## src/rtl/mem_access_sequencer.sv

```systemverilog
// Memory-side sequencer: arbitrates the fetch and data channels onto one
// memory port, runs the ready/enable/valid handshake, checks alignment and
// raises a trap with a RISC-V cause code on misalignment or response timeout.
//
//   state   | meaning
//   --------+----------------------------------------------------------
//   IDLE    | no access in flight, sampling fetch_req / data_req
//   REQUEST | command presented, waiting for memory_ready
//   WAIT    | command accepted, waiting for memory_valid or timeout
//   FAULT   | one-cycle trap pulse, cause/value already registered
module mem_access_sequencer #(
  parameter int ADDR_WIDTH  = 32,
  parameter int TIMEOUT     = 255,
  parameter bit ALIGN_CHECK = 1'b1
) (
  input  logic                  clk,
  input  logic                  reset_n,
  input  logic                  fetch_req,
  input  logic [ADDR_WIDTH-1:0] fetch_addr,
  input  logic                  data_req,
  input  logic                  data_write,
  input  logic [1:0]            data_size,
  input  logic [ADDR_WIDTH-1:0] data_addr,
  input  logic                  memory_ready,
  input  logic                  memory_valid,
  output logic                  memory_enable,
  output logic                  memory_command,
  output logic [ADDR_WIDTH-1:0] memory_address,
  output logic                  fetch_done,
  output logic                  data_done,
  output logic                  busy,
  output logic                  trap,
  output logic [3:0]            trap_cause,
  output logic [ADDR_WIDTH-1:0] trap_value
);

  // A zero TIMEOUT still needs a legal (unused) counter width.
  localparam int CNT_W = (TIMEOUT > 0) ? $clog2(TIMEOUT + 1) : 1;
  localparam logic [CNT_W-1:0] CNT_LAST = CNT_W'((TIMEOUT > 0) ? TIMEOUT - 1 : 0);
  localparam logic [CNT_W-1:0] CNT_MAX  = {CNT_W{1'b1}};

  typedef enum logic [1:0] {S_IDLE, S_REQUEST, S_WAIT, S_FAULT} state_t;

  state_t                state, state_nxt;
  logic                  lat_data, lat_write;
  logic [ADDR_WIDTH-1:0] lat_addr;
  logic [CNT_W-1:0]      count;

  logic                  accept, sel_data, sel_write, misaligned;
  logic [ADDR_WIDTH-1:0] sel_addr;
  logic [3:0]            fault_cause;
  logic [ADDR_WIDTH-1:0] fault_addr;

  // Request selection (data wins) and alignment check of the selected access.
  always_comb begin
    accept     = data_req | fetch_req;
    sel_data   = data_req;
    sel_write  = data_req & data_write;
    sel_addr   = data_req ? data_addr : fetch_addr;
    misaligned = 1'b0;
    if (ALIGN_CHECK) begin
      if (!data_req) begin
        misaligned = (fetch_addr[1:0] != 2'b00);
      end else begin
        case (data_size)
          2'b00:   misaligned = 1'b0;
          2'b01:   misaligned = data_addr[0];
          default: misaligned = (data_addr[1:0] != 2'b00);
        endcase
      end
    end
  end

  // Trap cause/address: from the inputs when faulting at accept, else from the latched access.
  always_comb begin
    if (state == S_IDLE) begin
      fault_addr  = sel_addr;
      fault_cause = !sel_data ? 4'd0 : (sel_write ? 4'd6 : 4'd4);
    end else begin
      fault_addr  = lat_addr;
      fault_cause = !lat_data ? 4'd1 : (lat_write ? 4'd7 : 4'd5);
    end
  end

  // State register.
  always_ff @(posedge clk or negedge reset_n) begin
    if (!reset_n) state <= S_IDLE;
    else          state <= state_nxt;
  end

  // Next-state logic.
  always_comb begin
    state_nxt = state;
    case (state)
      S_IDLE: begin
        if (accept) state_nxt = misaligned ? S_FAULT : S_REQUEST;
      end
      S_REQUEST: begin
        if (memory_ready) state_nxt = S_WAIT;
      end
      S_WAIT: begin
        if (memory_valid)                              state_nxt = S_IDLE;
        else if ((TIMEOUT != 0) && (count == CNT_LAST)) state_nxt = S_FAULT;
      end
      S_FAULT: state_nxt = S_IDLE;
      default: state_nxt = S_IDLE;
    endcase
  end

  // Outputs: memory command only while an access is in flight, done pulses from WAIT.
  always_comb begin
    memory_enable  = 1'b0;
    memory_command = 1'b0;
    memory_address = '0;
    fetch_done     = 1'b0;
    data_done      = 1'b0;
    busy           = (state != S_IDLE);
    trap           = (state == S_FAULT);
    if (state == S_REQUEST || state == S_WAIT) begin
      memory_command = lat_write;
      memory_address = lat_addr;
    end
    if (state == S_REQUEST) memory_enable = memory_ready;
    if (state == S_WAIT && memory_valid) begin
      fetch_done = ~lat_data;
      data_done  = lat_data;
    end
  end

  // Access latch, saturating timeout counter and trap registers.
  always_ff @(posedge clk or negedge reset_n) begin
    if (!reset_n) begin
      lat_data   <= 1'b0;
      lat_write  <= 1'b0;
      lat_addr   <= '0;
      count      <= '0;
      trap_cause <= 4'd0;
      trap_value <= '0;
    end else begin
      if (state == S_IDLE && accept) begin
        lat_data  <= sel_data;
        lat_write <= sel_write;
        lat_addr  <= sel_addr;
      end
      if (state == S_REQUEST) begin
        count <= '0;
      end else if (state == S_WAIT && !memory_valid && count != CNT_MAX) begin
        count <= count + 1'b1;
      end
      if (state_nxt == S_FAULT) begin
        trap_cause <= fault_cause;
        trap_value <= fault_addr;
      end
    end
  end

endmodule

```

## config.mk

```make
export PLATFORM = sky130hd
export DESIGN_NAME = mem_access_sequencer
export DESIGN_NICKNAME = d
export VERILOG_FILES = /design/src/rtl/mem_access_sequencer.sv
export SDC_FILE = /design/constraint.sdc
export NUM_CORES = 1
export LEC_CHECK = 0
export CORE_UTILIZATION = 41
export DETAILED_ROUTE_END_ITERATION = 8
export PLACE_DENSITY_LB_ADDON = 0.2
export RECOVER_POWER = 50
export SYNTH_ARGS = -nofsm -noshare
export SYNTH_HDL_FRONTEND = slang
export SYNTH_SLANG_ARGS = --single-unit
```

## constraint.sdc

```tcl
create_clock -name clk -period 2.15 [get_ports clk]
set_input_delay 0.215 -clock clk [delete_from_list [all_inputs] [get_ports clk]]
set_output_delay 0.215 -clock clk [all_outputs]
set_load 0.1 [all_outputs]
```

After elaboration in Yosys (flattened, before gate mapping)
Cells that the tools add are included.
{"block": "classes", "n_addsub": 1, "eq_ne": 7, "muxes": 22, "n_bitwise": 3, "n_reduce_logical": 12}
{"cell": "$mux W32", "n": 3}
{"cell": "$mux W8", "n": 2}
{"cell": "$mux W2", "n": 7}
{"cell": "$mux W3", "n": 3}
{"cell": "$add A8 B1 Y8 const B", "n": 1}
{"cell": "$eq A8 B8 Y1 const B", "n": 1}
{"cell": "$ne A8 B8 Y1 const B", "n": 1}
{"cell": "$pmux W2 S4", "n": 1}
{"cell": "$reduce_bool A2 Y1", "n": 4}
{"cell": "$eq A2 B2 Y1 const B", "n": 3}
{"cell": "$mux W1", "n": 5}
{"cell": "$eq A2 B1 Y1 const B", "n": 2}
{"cell": "$logic_and A1 B1 Y1", "n": 4}
{"cell": "$logic_not A2 Y1", "n": 2}
{"cell": "$pmux W1 S2", "n": 1}
{"cell": "$and A1 B1 Y1", "n": 1}
{"cell": "$logic_not A1 Y1", "n": 1}
{"cell": "$logic_or A1 B1 Y1", "n": 1}
{"cell": "$not A1 Y1", "n": 1}
{"cell": "$or A1 B1 Y1", "n": 1}
{"block": "word_totals", "ff_bits": 80, "in_bits": 73, "out_inout_bits": 74, "elab_cells": 52}

Logic depth before layout (Yosys ltp)
{"block": "depth", "ltp_word": 7, "mapped_depth": 9, "depth_no_buf": 7}

Least setup slack after synthesis
Ideal clock, no wire load.
{"block": "synth_timing", "kind": "reg2out", "from": "register state[0]", "to": "output port fetch_done", "arrival_time_ps": 2037, "required_ps": 1935, "slack_ps": -102, "path_stages_with_launch": 5, "path_buffers": 0, "cell_sequence": "dfrtp_1 > inv_1 > ha_1 > nand2_1 > nor2_1"}
{"block": "synth_between", "elab_chain_len": 3}
{"item": "start, declared", "line": "44", "source": "state_t state, state_nxt;"}
{"item": "start signal, assigned", "line": "88", "source": "else state <= state_nxt;"}
{"item": "$eq A2 B2 Y1", "line": "124", "source": "if (state == S_WAIT && memory_valid) begin"}
{"item": "$logic_and A1 B1 Y1", "line": "124"}
{"item": "$mux W1", "line": "124"}
{"item": "end, declared", "line": "29", "source": "output logic fetch_done,"}
Every way passes these cells.

Worst setup path after layout
{"block": "layout_timing", "from": "register count[0]", "to": "register trap_value[12]"}
{"block": "layout_between", "elab_chain_len": 5}
{"item": "start, declared", "line": "47", "source": "logic [CNT_W-1:0] count;"}
{"item": "start signal, assigned", "line": "148", "source": "count <= count + 1'b1;"}
{"item": "$eq A8 B8 Y1", "line": "103", "source": "else if ((TIMEOUT != 0) && (count == CNT_LAST)) state_nxt = S_FAULT;"}
{"item": "$mux W2", "line": "103"}
{"item": "$mux W2", "line": "102", "source": "if (memory_valid) state_nxt = S_IDLE;"}
{"item": "$pmux W2 S4", "line": "94", "source": "case (state)"}
{"item": "named net state_nxt[0]", "line": "44"}
{"item": "$eq A2 B2 Y1", "line": "150", "source": "if (state_nxt == S_FAULT) begin"}
{"item": "end signal, assigned", "line": "152", "source": "trap_value <= fault_addr;"}
{"item": "end, declared", "line": "34", "source": "output logic [ADDR_WIDTH-1:0] trap_value"}
The timed path passes the listed nets, and every way through them passes these cells.
A chain may end at the register's enable or synchronous reset.

==> impl_results.md <==
- Core Box Area: 0.00986 mm²
- Synth Area in Simple Gates: 15.4%
- Post-Synth Adder-Cell Area: 1.79%
- Met1 wire length: 4830 µm
- Vias per inst: 5.00
- Initial DRC count: 104
- Outcome: complete, no violations
- CTS sink count: 79
- Ant diodes: 0
- Fillers: 772
- Drt first pass iters: 4
- First-pass GRT wire length: 17200 µm
- Final worst path period need: 2130 ps
- Worst-Margin Slew: 1230 ps
- Critical Path AT: 2360 ps
- Synth area leaders: dfrtp_1, mux2_4, mux2i_1, and2_1, a21oi_1
- Clk buf depth: 2
- Largest family of logic cells by synthesized area: multiplexers
- Fraction of layout cells with a size suffix above 1: 25.4%
- I/O pin count: 147
- Relative slew margins: 18.6%
- Maximum operating frequency: 0.469 GHz
- Clk root buf: clkbuf_8
- H-tree depth: 3
- Fin. Hold Viols: 0
- Uppermost layer routed: met4
- Cell Chain, Critical Path: inv_1 -> ha_1 -> nand3b_1 -> or4_4 -> o221ai_4 -> nand2_4 -> clkbuf_16 -> mux2_4
- Worst slack at placement: -104 ps
- DRC Markers: 0
- Initial Util: 42.5%
- Synth top area share: 47.2%
- Synth top cells by count: dfrtp_1, nor2_1, nand2_1
- Placer Congestion: 0.876
- Setup Viol. Count Final: 0
- Synth unique cells: 41
- Vias in the first global route: 3424
- DIE AREA: 0.0106 mm²
- Vias: 3517
- Post-DR wirelength/cell: 15.5 µm
- Startpoint class of the critical path: flip-flop
- Hold path start: data_req
- Synth area leader: dfrtp_1
- Routed Antenna Nets: 0
- Hold Path Class: input port to flip-flop
- Yosys warns: 0
- Main synth FF type: dfrtp_1
- Post-Syn Area: 0.00419 mm²
- Post-synthesis sequential area ratio: 47.2%
- Final nets: 645
- Max cap viols: 0
- Cell with the largest stage delay on the worst path: or4_4
- Synthesis-stage register bit count: 79
- Post-synthesis instance total: 410
- Final Worst Setup Slack: 19.3 ps
- GRT Residual Overflow: 0
- DRT Wirelength: 10900 µm
- Period utilisation layout: 99.1%
- WHS: 437 ps
- Mux contribution to synthesized area: 19.6%
- Clk slew on worst S/H paths: 80 ps
- Critical Path Start: count[0]
- Layout Skew: 8.39 ps
- Most common cell in the netlist: dfrtp_1
- Pins Over Slew Limit: 0
- Largest net degree at the start of global routing: 66
- Setup crit end kind: flip-flop
- Latest clock arrival within the worst-skew pair: 350 ps
- Layout Area Growth over Synthesis: 53.3%
- Overall global routing resource usage: 21.4%
- Area of the multi-input gates: 0.00215 mm²
- WP data required: 2380 ps
- Antenna violations before repair: 0
- CTS tree: built
- Num rows: 36
- Die height: 103 µm
- Post-synth EDFFs: 0
- Crit path kind: flip-flop to flip-flop
- Port bufs: 145
- Met2 routed WL: 5210 µm
- Dpl hpwl: 7770 µm
- Syn nets: 489
- RSZ-0062 raised after global routing: true
- Crit path max fanout: 9
- XOR/XNOR share of the synthesized area: 1.25%
- CTS Buf Count: 9
- Compound-Gate Fraction of Synth Area: 11.2%
- R2R Path Start: count[0]
- Mean post-synth cell area: 10.2 µm²
- Metal3 WL: 598 µm
- Register area: 0.00198 mm²
- Width of the die: 103 µm
- Crit path largest cell delay: 480 ps
- Ys async rst share: 100%
==> per-stage QoR <==
| stage | utilization [%] | TNS (ps) | std cells | cell area [µm²] |
|---|---|---|---|---|
| after global placement | 62.9 | -2380 | 684 | 6210 |
| after global routing | 65.1 | -827 | 704 | 6430 |
| after floorplan | - | 0 | 410 | 4230 |
| after detailed placement | 62.9 | -2760 | 684 | 6210 |
| after CTS | 65.5 | 0 | 702 | 6460 |
| final | 65.1 | 0 | 704 | 6430 |
==> worst max-delay path: cells and delay by family (launching register included) <==
| kind | cells | cell delay (ps) |
|---|---|---|
| AOI/OAI and AO/OA | 1 | 230 |
| adders and majority gates | 1 | 170 |
| buffers and inverters | 2 | 250 |
| DFF | 1 | 380 |
| muxes | 1 | 290 |
| and+or+nand+nor | 3 | 690 |
==> sequential cells by signal, summed over array words and instances, names as in the netlist <==
name and flops:
count 8, trap_value 32, trap_cause 3, state 2
lat_write 1, lat_data 1, lat_addr 32
==> layer usage <==
layer  GRT usage, %  vias up
li1               -     1722
met1           27.9     1686
met2           34.3       92
met3           4.95       17
met4           8.78        0
met5              0        -
==> path summary, 6_finish.rpt <==
path | endpoint | slack (ps) | depth (start not counted)
setup / recovery | trap_value[12] | 20 | 8
hold / removal | lat_addr[4] | 440 | 3
setup reg to reg | trap_value[12] | 20 | 8
hold reg to reg | trap_cause[0] | 500 | 1
max in group asynchronous | trap_value[29] | 380 | 3
min in group asynchronous | count[5] | 580 | 2
==> what timing repair did <==
| action | CTS | global route |
|---|---|---|
| endpoints found under the hold margin | 41 | 0 |
| resized for setup | 3 | 7 |
| hold buffers | 1 | 0 |
| setup buffers | 1 | 1 |
| pin swaps | 1 | 0 |
| gates cloned | 0 | 1 |
| endpoints found under the setup margin | 37 | 34 |
==> cells by family (layout without fill, tap and decap cells) <==
kind of cell	count (synthesis)	after routing
DFF	79	79
and+or+nand+nor	136	136
other	1	1
adders and majority gates	6	6
muxes	67	67
AOI/OAI and AO/OA	83	83
buffers and inverters	32	193
xor gates and xnor gates	6	6
==> area by class of cell <==
class,instances,area share (%)
Multi-Input combinational cell,299,33.4
Sequential cell,79,30.8
Tap cell,133,2.59
Inverter,5,0.292
Clock buffer,11,2.04
Clock inverter,5,1.27
Timing Repair Buffer,172,29.6
==> cell usage in the layout, fill, tap and decap left out, types with 9 or more instances in the layout <==
| cell | Yosys | layout |
|---|---|---|
| buf_12 | 0 | 39 |
| a21oi_1 | 35 | 35 |
| clkbuf_1 | 21 | 16 |
| o21ai_1 | 25 | 24 |
| o21ai_0 | 12 | 12 |
| mux2_4 | 29 | 33 |
| buf_4 | 1 | 37 |
| and2_1 | 34 | 34 |
| clkdlybuf4s50_1 | 0 | 70 |
| nor2_1 | 43 | 42 |
| nand2_1 | 40 | 40 |
| clkbuf_8 | 0 | 9 |
| mux2i_1 | 34 | 34 |
| dfrtp_1 | 79 | 79 |
Power is not shown: default switching activity piles up to over one toggle a cycle in this logic, so the estimate is an artifact.
